## src/rtl/sram_lut_arbiter.sv

```systemverilog
// sram_lut_arbiter
//   Owns the single-port sine-table SRAM. During a table load the flash loader
//   has exclusive write access. Once the table is valid, two DDS read ports
//   share the SRAM round-robin, one access per clock. Each read response is
//   steered back to the port that issued it.
// Ports
//   clk, rst        : system clock, synchronous active-low reset
//   ld_active       : loader busy for the whole table load
//   ld_req/addr/wdata, ld_gnt : loader write request and write-performed strobe
//   rX_req/addr, rX_gnt       : read request and address-accepted strobe (X=0,1)
//   rX_valid, rX_data         : registered read response, one pulse per grant
//   sram_wen/addr/wdata, sram_dout : SRAM interface (read latency RD_LAT)
//   table_ready     : table loaded and readers enabled
//   ld_words        : words written by the last/current load (saturating)
module sram_lut_arbiter #(
  parameter int AW     = 16,
  parameter int DW     = 16,
  parameter int RD_LAT = 1
) (
  input  logic          clk,
  input  logic          rst,
  input  logic          ld_active,
  input  logic          ld_req,
  input  logic [AW-1:0] ld_addr,
  input  logic [DW-1:0] ld_wdata,
  output logic          ld_gnt,
  input  logic          r0_req,
  input  logic [AW-1:0] r0_addr,
  output logic          r0_gnt,
  output logic          r0_valid,
  output logic [DW-1:0] r0_data,
  input  logic          r1_req,
  input  logic [AW-1:0] r1_addr,
  output logic          r1_gnt,
  output logic          r1_valid,
  output logic [DW-1:0] r1_data,
  output logic          sram_wen,
  output logic [AW-1:0] sram_addr,
  output logic [DW-1:0] sram_wdata,
  input  logic [DW-1:0] sram_dout,
  output logic          table_ready,
  output logic [AW:0]   ld_words
);

  typedef enum logic [1:0] {ST_WAIT, ST_LOAD, ST_RUN} state_t;

  localparam logic [AW:0] WORDS_MAX = {1'b1, {AW{1'b0}}};
  localparam logic [AW:0] WORDS_ONE = {{AW{1'b0}}, 1'b1};

  state_t state, state_next;
  logic   rr_last;

  // Return tag pipeline: one (valid, port) entry per SRAM latency stage.
  logic [RD_LAT-1:0] tag_valid;
  logic [RD_LAT-1:0] tag_port;
  logic              ret_valid;
  logic              ret_port;

  assign ret_valid = tag_valid[RD_LAT-1];
  assign ret_port  = tag_port[RD_LAT-1];

  // Next state and grants. Grants follow the current state, so in the cycle
  // where ld_active changes the old state's access rules still apply.
  always_comb begin
    state_next = state;
    ld_gnt     = 1'b0;
    r0_gnt     = 1'b0;
    r1_gnt     = 1'b0;
    case (state)
      ST_WAIT: begin
        if (ld_active) state_next = ST_LOAD;
      end
      ST_LOAD: begin
        ld_gnt = ld_req;
        if (!ld_active) state_next = ST_RUN;
      end
      ST_RUN: begin
        if (r0_req && r1_req) begin
          // Contention: the port that did not win last time goes now.
          r0_gnt = rr_last;
          r1_gnt = !rr_last;
        end else begin
          r0_gnt = r0_req;
          r1_gnt = r1_req;
        end
        if (ld_active) state_next = ST_LOAD;
      end
      default: state_next = ST_WAIT;
    endcase
  end

  // SRAM mux driven from whichever port holds the grant; idle drives zeros.
  always_comb begin
    sram_wen   = 1'b0;
    sram_addr  = '0;
    sram_wdata = '0;
    if (ld_gnt) begin
      sram_wen   = 1'b1;
      sram_addr  = ld_addr;
      sram_wdata = ld_wdata;
    end else if (r0_gnt) begin
      sram_addr = r0_addr;
    end else if (r1_gnt) begin
      sram_addr = r1_addr;
    end
  end

  always_ff @(posedge clk) begin
    if (!rst) begin
      state       <= ST_WAIT;
      table_ready <= 1'b0;
      ld_words    <= '0;
      rr_last     <= 1'b1;
      tag_valid   <= '0;
      tag_port    <= '0;
      r0_valid    <= 1'b0;
      r1_valid    <= 1'b0;
      r0_data     <= '0;
      r1_data     <= '0;
    end else begin
      state <= state_next;

      // A reload restarts the word count and withdraws the table.
      if (state == ST_RUN && ld_active) begin
        ld_words    <= '0;
        table_ready <= 1'b0;
      end else if (ld_gnt && ld_words != WORDS_MAX) begin
        ld_words <= ld_words + WORDS_ONE;
      end
      if (state == ST_LOAD && !ld_active) table_ready <= 1'b1;

      if (r0_gnt)      rr_last <= 1'b0;
      else if (r1_gnt) rr_last <= 1'b1;

      tag_valid[0] <= r0_gnt || r1_gnt;
      tag_port[0]  <= r1_gnt;
      for (int i = 1; i < RD_LAT; i++) begin
        tag_valid[i] <= tag_valid[i-1];
        tag_port[i]  <= tag_port[i-1];
      end

      // Tags keep flowing through a reload, so earlier reads still complete.
      r0_valid <= ret_valid && !ret_port;
      r1_valid <= ret_valid && ret_port;
      if (ret_valid && !ret_port) r0_data <= sram_dout;
      if (ret_valid && ret_port)  r1_data <= sram_dout;
    end
  end

endmodule

```

## config.mk

```make
export PLATFORM = sky130hd
export DESIGN_NAME = sram_lut_arbiter
export DESIGN_NICKNAME = d
export VERILOG_FILES = /design/src/rtl/sram_lut_arbiter.sv
export SDC_FILE = /design/constraint.sdc
export NUM_CORES = 1
export LEC_CHECK = 0
export ABC_AREA = 1
export CELL_PAD_IN_SITES_DETAIL_PLACEMENT = 0
export CELL_PAD_IN_SITES_GLOBAL_PLACEMENT = 1
export CORE_MARGIN = 3
export CORE_UTILIZATION = 24
export DETAILED_ROUTE_END_ITERATION = 10
export PLACE_DENSITY = 0.8
export SKIP_LAST_GASP = 1
export SLEW_MARGIN = 5
export SYNTH_ARGS = -nofsm -noshare
export SYNTH_HDL_FRONTEND = slang
export SYNTH_SLANG_ARGS = --single-unit
```

## constraint.sdc

```tcl
create_clock -name clk -period 1.7 [get_ports clk]
set_clock_uncertainty 0.2 [all_clocks]
set_input_delay 0.34 -clock clk [delete_from_list [all_inputs] [get_ports clk]]
set_output_delay 0.34 -clock clk [all_outputs]
set_load 0.02 [all_outputs]
```

Word-level counts from Yosys, hierarchy flattened
Index checks and enable logic that the tools add are counted.
{ "totals": {"ff_bits": 57, "inputBits": 86, "output_inout_bits": 88, "wordCells": 50} }
{ "op_classes": {"n_addsub": 1, "eq_ne": 5, "muxes": 17, "bitwise_logic": 1, "reduce_logical": 16} }
{ "op_table": {"columns": ["cell", "n"], "rows": [
  ["$mux 16", 4],
  ["$add 17x1->17 const B", 1],
  ["$ne 17x17->1 const B", 1],
  ["$mux 1", 10],
  ["$logic_and 1x1->1", 6],
  ["$mux 2", 2],
  ["$pmux 2 s2", 1],
  ["$reduce_bool 2->1", 2],
  ["$reduce_or 2->1", 2],
  ["$logic_not 1->1", 3],
  ["$eq 2x1->1 const B", 1],
  ["$eq 2x2->1 const B", 1],
  ["$logic_not 2->1", 1],
  ["$ne 2x1->1 const B", 1],
  ["$ne 2x2->1 const B", 1],
  ["$reduce_and 2->1", 1],
  ["$logic_or 1x1->1", 1],
  ["$not 1->1", 1]
]} }

Logic depth before layout (Yosys ltp)
Gate-level depths: netlist of run 1.
{ "logic_depth": {"ltp_word": 6, "ltp_mapped": 11} }

Worst setup path after synthesis of run 1
No wires, ideal clock.
{ "synth_path": {"kind": "reg-to-output", "startpoint": "register state[1]", "endpoint": "output sram_addr[10]", "t_arrival_ps": 1248, "setup_slack_ps": -88, "stages_incl_launch_ff": 8, "n_path_buf": 1, "cell_sequence": "dfxtp_1 inv_1 nor2_1 nand3_1 inv_2 buf_2 nand2_1 nand3_1"} }
{ "synth_between": {"elab_cells_between_ends": 8, "classes_between": "eq/ne (2); mux (6)"} }
{ "synth_lines": {"columns": ["item", "line_no", "text"], "rows": [
  ["from (decl)", "50", "state_t state, state_next;"],
  ["from (signal assigned)", "121", "state <= state_next;"],
  ["$eq 2x2->1", "69", "case (state)"],
  ["$mux 1", "69", null],
  ["via r0_gnt", "29", "output logic r0_gnt,"],
  ["$mux 16", "101", "end else if (r0_gnt) begin"],
  ["$mux 16", "97", "if (ld_gnt) begin"],
  ["to (decl)", "38", "output logic [AW-1:0] sram_addr,"]
]} }
The timed path passes the listed nets, and every way through them passes these cells.

Worst setup path after layout of run 1
{ "layout_path": {"startpoint": "register state[1]", "endpoint": "output sram_addr[5]"} }
{ "layout_between": {"elab_chain_len": 5, "elab_cells_between_ends": 8, "classes_between": "eq/ne (2); mux (6)"} }
{ "layout_rtl": {"columns": ["item", "line_no", "text"], "rows": [
  ["$eq 2x2->1", "69", null],
  ["$mux 1", "69", null],
  ["$mux 16", "103", "end else if (r1_gnt) begin"],
  ["$mux 16", "101", null],
  ["$mux 16 (*)", "97", null]
]} }
Every way passes the cells marked *; elsewhere a longest branch is shown, timed or not.

==> results of run 1 <==
## flip-flops by register name (all words and copies together), names as in the netlist
name	flops
r0_valid	1
rr_last	1
r0_data	16
r1_data	16
table_ready	1
state	2
ld_words	17
r1_valid	1
ret_valid	1
ret_port	1
## routing by layer
layer / up-vias / share of wire
li1: 1768 / -
met1: 1568 / 0.41
met5: - / 0
met2: 111 / 0.50
met3: 8 / 0.082
met4: 0 / 0.0067
## kinds of logic after synthesis
| kind of cell | Yosys count | synth area share |
|---|---|---|
| flops | 57 | 0.4104 |
| xor+xnor | 2 | 0.006302 |
| compound gates | 51 | 0.09451 |
| simple gates | 260 | 0.3897 |
| buf+inv | 59 | 0.09001 |
| fa+ha+maj | 2 | 0.008999 |
## path summary, 6_finish.rpt
path | from | endpoint | slack (ps) | depth (start not counted)
worst max-delay path | state[1]$_SDFFE_PN0P_ | sram_addr[5] | -420 | 9
worst max register to register | state[1]$_SDFFE_PN0P_ | ld_words[5]$_SDFFE_PP0P_ | -80 | 9
worst min-delay path | state[1]$_SDFFE_PN0P_ | state[0]$_SDFFE_PN0P_ | 250 | 1
worst min register to register | state[1]$_SDFFE_PN0P_ | state[0]$_SDFFE_PN0P_ | 250 | 1
## per-stage QoR
stage	setup slack (ps)	instance area, um^2	total power, W	TNS, ps
after detailed placement	-895.1	4898	0.001862	-34260
after global routing	-514.9	5578	0.003865	-13970
after floorplan	7.486	2828	0.001536	0
final	-419.7	5578	0.003718	-10110
after global placement	-883.5	4898	0.001858	-33770
after CTS	-361.5	5161	0.003694	-10170
## power by group through the flow
| stage | clock network [W] | logic [W] | registers, W |
|---|---|---|---|
| finish | 0.00182 | 0.000542 | 0.00136 |
| global route | 0.00192 | 0.000582 | 0.00136 |
| CTS | 0.00186 | 0.000472 | 0.00136 |
| detailed placement | 0 | 0.000475 | 0.00139 |
| global placement | 0 | 0.000472 | 0.00139 |
| floorplan | 0 | 0.000138 | 0.00140 |
## cell usage after synthesis (all sizes together)
| cell type | n | share of area |
|---|---|---|
| dfxtp | 57 | 0.41 |
| nor3 | 3 | 0.0054 |
| nor2 | 122 | 0.17 |
| nand3b | 2 | 0.0054 |
| clkbuf | 5 | 0.0068 |
| nand3 | 29 | 0.056 |
| clkinv | 1 | 0.0013 |
| o21ai | 36 | 0.065 |
| or2 | 2 | 0.0045 |
| nand4 | 3 | 0.012 |
| ha | 2 | 0.0090 |
| o21a | 2 | 0.0054 |
| inv | 42 | 0.057 |
| buf | 11 | 0.025 |
| a21oi | 12 | 0.022 |
| xor2 | 2 | 0.0063 |
| nand2 | 99 | 0.14 |
| o211ai | 1 | 0.0027 |
## area by class of cell
| cell class | instances | area (um^2) | share of cell area |
|---|---|---|---|
| Clock buffer | 10 | 239.0 | 0.04284 |
| Clock inverter | 6 | 67.56 | 0.01211 |
| Tap cell | 140 | 175.2 | 0.03140 |
| Inverter | 43 | 171.4 | 0.03073 |
| Sequential cell | 57 | 1146 | 0.2055 |
| Multi-Input combinational cell | 316 | 1673 | 0.2999 |
| Timing Repair Buffer | 215 | 2106 | 0.3775 |
## what timing repair did
item,CTS,global route
endpoints found under the setup margin,98,52
gates resized for setup,249,92
gates cloned,2,2
setup buffers,3,8
pin swaps,2,16
==> impl_metrics.toml, run 1 <==
[cells_and_area]
drive_gt1_frac = 0.2612
nets = 730
layout_common_cells = "98 x nor2_1, 83 x nand2_1, 82 x clkdlybuf4s50_1, 54 x dlygate4sd2_1, 53 x dfxtp_1"
area_growth_pct = 100.6
fill_cells = 1109
num_antenna_cells = 0
finalNonFillerCells = 787
final_common_cell = "nor2_1"
postLayoutCoreUtil = 0.5035

[floorplan]
die_h_um = 113.6
io_pins = 174
dieArea_um2 = 12910
die_w_um = 113.6
num_rows = 38
coreArea_um2 = 11080
initial_utilization = 0.2510

[placed_design]
numPortBuffers = 173
dp.cells = 757
detailed_place_hpwl_um = 7617
place_congestion = 0.8058

[critical_path]
cpMostUsedCell = "buf_6"
cp_slowest_cell = "dfxtp_2"
cp_max_fo = 4
arrival_ps = 1580
path_buf_inv = 5
max_stage_delay_ps = 330
worstSetupEndpointType = "output pin"
critPathKind = "reg2out"
worst_ep_required_time_ps = 1160
critPathLaunchType = "flip-flop"
cp_cell_sequence = "inv_4 > buf_6 > nand2_8 > nor2_4 > clkbuf_16 > buf_12 > nand2_1 > nand3_2 > buf_6"
crit_family = "buffers and inverters"

[drt]
wl_per_cell_um = 13.36
via_count = 3455
ant_nets = 0
first_pass_iters = 4
routed_wirelength_um = 10510
drcViolationCount = 0
via_per_inst = 4.390
drt-initial-drc-count = 89

[global_routing]
met2_usage = 0.2521
grt_use_total = 0.1532
grt_pass1_wl_um = 16090
use_met3 = 0.05889
antenna_found_initial = 0
gr-usage-met1 = 0.1890
overflow = 0
grt_max_degree = 37
grt_pass1_vias = 3322
grt_busiest_layer = "met2"

[sta]
worst_slack_ps = -419.7
rsz0062_at_grt = "yes"
finalCritPeriodShare = 1.247
fmax_ghz = 0.4718
relSlewSlack = 0.6454
finalSetupViolations = 41
slew_viol_final = 0
hold_violations = 0
hold_slack_ps = 248.1
min_period_ps = 2120
worst_slew_pin_slew_ps = 531.3

[power]
power.density_nw_per_um2 = 666.5
p_int_w = 0.002841
ir_drop_uv = 520.0
power_frac_comb = 0.146
sw_frac_of_total = 0.2359
clock_power_share = 0.489
p_seq_frac = 0.366
leakage_nw = 2.744
switchingPower_w = 0.0008770

[synth]
ys_seq_area_frac = 0.4104
syn_area_um2 = 2780
synth_nets = 519
synth-seq-cells = 57
synth_cell_type_count = 27
synth_cells = 431
ys_warn_count = 0
avgSynthCellArea_um2 = 6.451

[cts]
clockRootBuffer = "clkbuf_16"
cts.path.max_buffers = 2
htreeDepth = 3
numClockSinks = 57
numCtsBuffers = 9
postCtsHoldBufs = 0
clk-insertion-delay-late_ps = 320
path_clk_slew_ps = 50
cts_tree = "built"

[min_path]
hold_class = "reg2reg"

[run]
max_cap_violations = 0

[run_status]
outcome = "finished, violations left"
violations = "negative setup slack"
Power figures use the tool's default switching activity.
==> run 2, diff against run 1 <==
Settings changed: TNS_END_PERCENT set to 20.
==> run 2 against run 1 <==
The run still ends with negative setup slack left. Final area grew 0.13%. Die area unchanged. Critical path depth stayed put. Final cell count is 0.13% lower. Clock power shrank 6%. Combinational power up 2%. Sequential share of layout area down 0.072 points. Largest cell class unchanged. Largest power group unchanged.
==> impl_metrics.toml, run 2 (same netlist as run 1, synthesis figures left out) <==
[run_status]
outcome = "finished, violations left"
violations = "negative setup slack"

[drt]
first_pass_iters = 4
ant_nets = 0
via_per_inst = 4.396
drcViolationCount = 0
routed_wirelength_um = 10650
via_count = 3455
wl_per_cell_um = 13.54
drt-initial-drc-count = 136

[critical_path]
critPathLaunchType = "flip-flop"
worst_ep_required_time_ps = 1160
cp_max_fo = 5
rr_endpoint = "ld_words[14]$_SDFFE_PP0P_"
r2r_cells = 11
cpMostUsedCell = "buf_6"
worstSetupEndpointType = "output pin"
max_stage_delay_ps = 320
arrival_ps = 1530
cp_slowest_cell = "dfxtp_2"
critical_path.startpoint = "state[1]$_SDFFE_PN0P_"
cp_cell_sequence = "inv_2 > buf_6 > nand2_8 > nor2_4 > buf_12 > clkbuf_16 > nand2_2 > nand3_2 > buf_6"
cp-endpoint = "sram_addr[0]"
r2r_setup_slack_ps = -110
critPathKind = "reg2out"
r2r_start = "state[1]$_SDFFE_PN0P_"

[global_routing]
grt_pass1_wl_um = 16950
overflow = 0
grt_pass1_vias = 3533
antenna_found_initial = 0
grt_use_total = 0.1621
grt_max_degree = 35

[cts]
cts_tree = "built"
clockRootBuffer = "clkbuf_16"
postCtsHoldBufs = 0
numCtsBuffers = 9
path_clk_slew_ps = 50
cts.path.max_buffers = 2
numClockSinks = 57
clk-insertion-delay-late_ps = 320
htreeDepth = 3

[power]
power.density_nw_per_um2 = 648.1
p_total_w = 0.003620
ir_drop_uv = 360.6
leakage_nw = 2.507

[cells_and_area]
regMostFlops = "ld_words"
num_antenna_cells = 0
finalNonFillerCells = 786
area_growth_pct = 100.9
seq_area_um2 = 1144
layout_common_cells = "134 x clkdlybuf4s50_1, 112 x nor2_1, 80 x nand2_1, 55 x dfxtp_1"
final_common_cell = "clkdlybuf4s50_1"
largestRegisters = "ld_words: 17 flops, r0_data: 16 flops, r1_data: 16 flops"
multiInputGateArea_um2 = 1629
drive_gt1_frac = 0.2353
fill_cells = 1112
largest_reg_flops = 17
nets = 729

[sta]
fmax_ghz = 0.4827
slew_viol_final = 0
finalSetupViolations = 98
finalCritPeriodShare = 1.219
fin_tns_setup_ps = -17160
worst_slew_pin_slew_ps = 515.6
hold_slack_ps = 220.6
relSlewSlack = 0.6559
rsz0062_at_grt = "yes"
worst_slack_ps = -371.7
hold_violations = 0
min_period_ps = 2072

[placed_design]
detailed_place_hpwl_um = 7652
dp_slack_ps = -884.2
place_congestion = 0.8428
dp.cells = 762
numPortBuffers = 173

[floorplan]
num_rows = 38
die_w_um = 113.6
initial_utilization = 0.2510
die_h_um = 113.6
coreArea_um2 = 11080
io_pins = 174
dieArea_um2 = 12910

[min_path]
hold_class = "reg2reg"

[run]
max_cap_violations = 0
==> run 2: layout make-up <==
cell class | count | share of cell area
timing repair buffer | 214 | 0.3900
clock inverter | 5 | 0.007168
clock buffer | 11 | 0.04525
sequential | 57 | 0.2047
tap | 140 | 0.03136
inverter | 43 | 0.02979
multi-input combinational | 316 | 0.2917
==> run 2: metrics by stage <==
stage	utilization	cell area, um^2
CTS	0.4875	5400
global placement	0.4431	4908
floorplan	-	2788
finish	0.5042	5585
detailed placement	0.4431	4908
global route	0.5042	5585
==> run 2: worst min-delay path by stage <==
stage	end	slack (ps)	cells after the start	startpoint
2_1_floorplan	state[0]$_SDFFE_PN0P_	200	1	state[1]$_SDFFE_PN0P_
3_5_place_dp	state[0]$_SDFFE_PN0P_	230	1	state[1]$_SDFFE_PN0P_
4_1_cts	state[0]$_SDFFE_PN0P_	220	1	state[1]$_SDFFE_PN0P_
5_1_grt	state[0]$_SDFFE_PN0P_	240	1	state[1]$_SDFFE_PN0P_
3_3_place_gp	state[0]$_SDFFE_PN0P_	210	1	state[1]$_SDFFE_PN0P_
6_report	state[0]$_SDFFE_PN0P_	220	1	state[1]$_SDFFE_PN0P_
==> run 2: power by group <==
part | switching [W] | total (W) | internal, W
sequential | 0.00000864 | 0.00136 | 0.00135
combinational | 0.000226 | 0.000551 | 0.000325
clock | 0.000642 | 0.00171 | 0.00107
==> run 2: worst max-delay path, delay by kind of cell, from the launching register on <==
kind / cells / cell delay [ps]
buffers and inverters: 5 / 590
flip-flops: 1 / 320
AND/OR/NAND/NOR: 4 / 290
==> run 2: layer usage <==
metal | vias to the layer above | track usage | wire [um]
met4 | 0 | 0.04968 | 138
met1 | 1549 | 0.1813 | 4260
met2 | 119 | 0.2878 | 5389
met5 | - | 0 | 0
met3 | 15 | 0.05782 | 856
li1 | 1772 | - | -
==> run 2: timing repair <==
action / CTS / global route
setup endpoints to repair: 98 / 104
pin swaps: 3 / 16
buffers inserted: 2 / 1
cloned: 3 / 2
gates resized for setup: 204 / 51
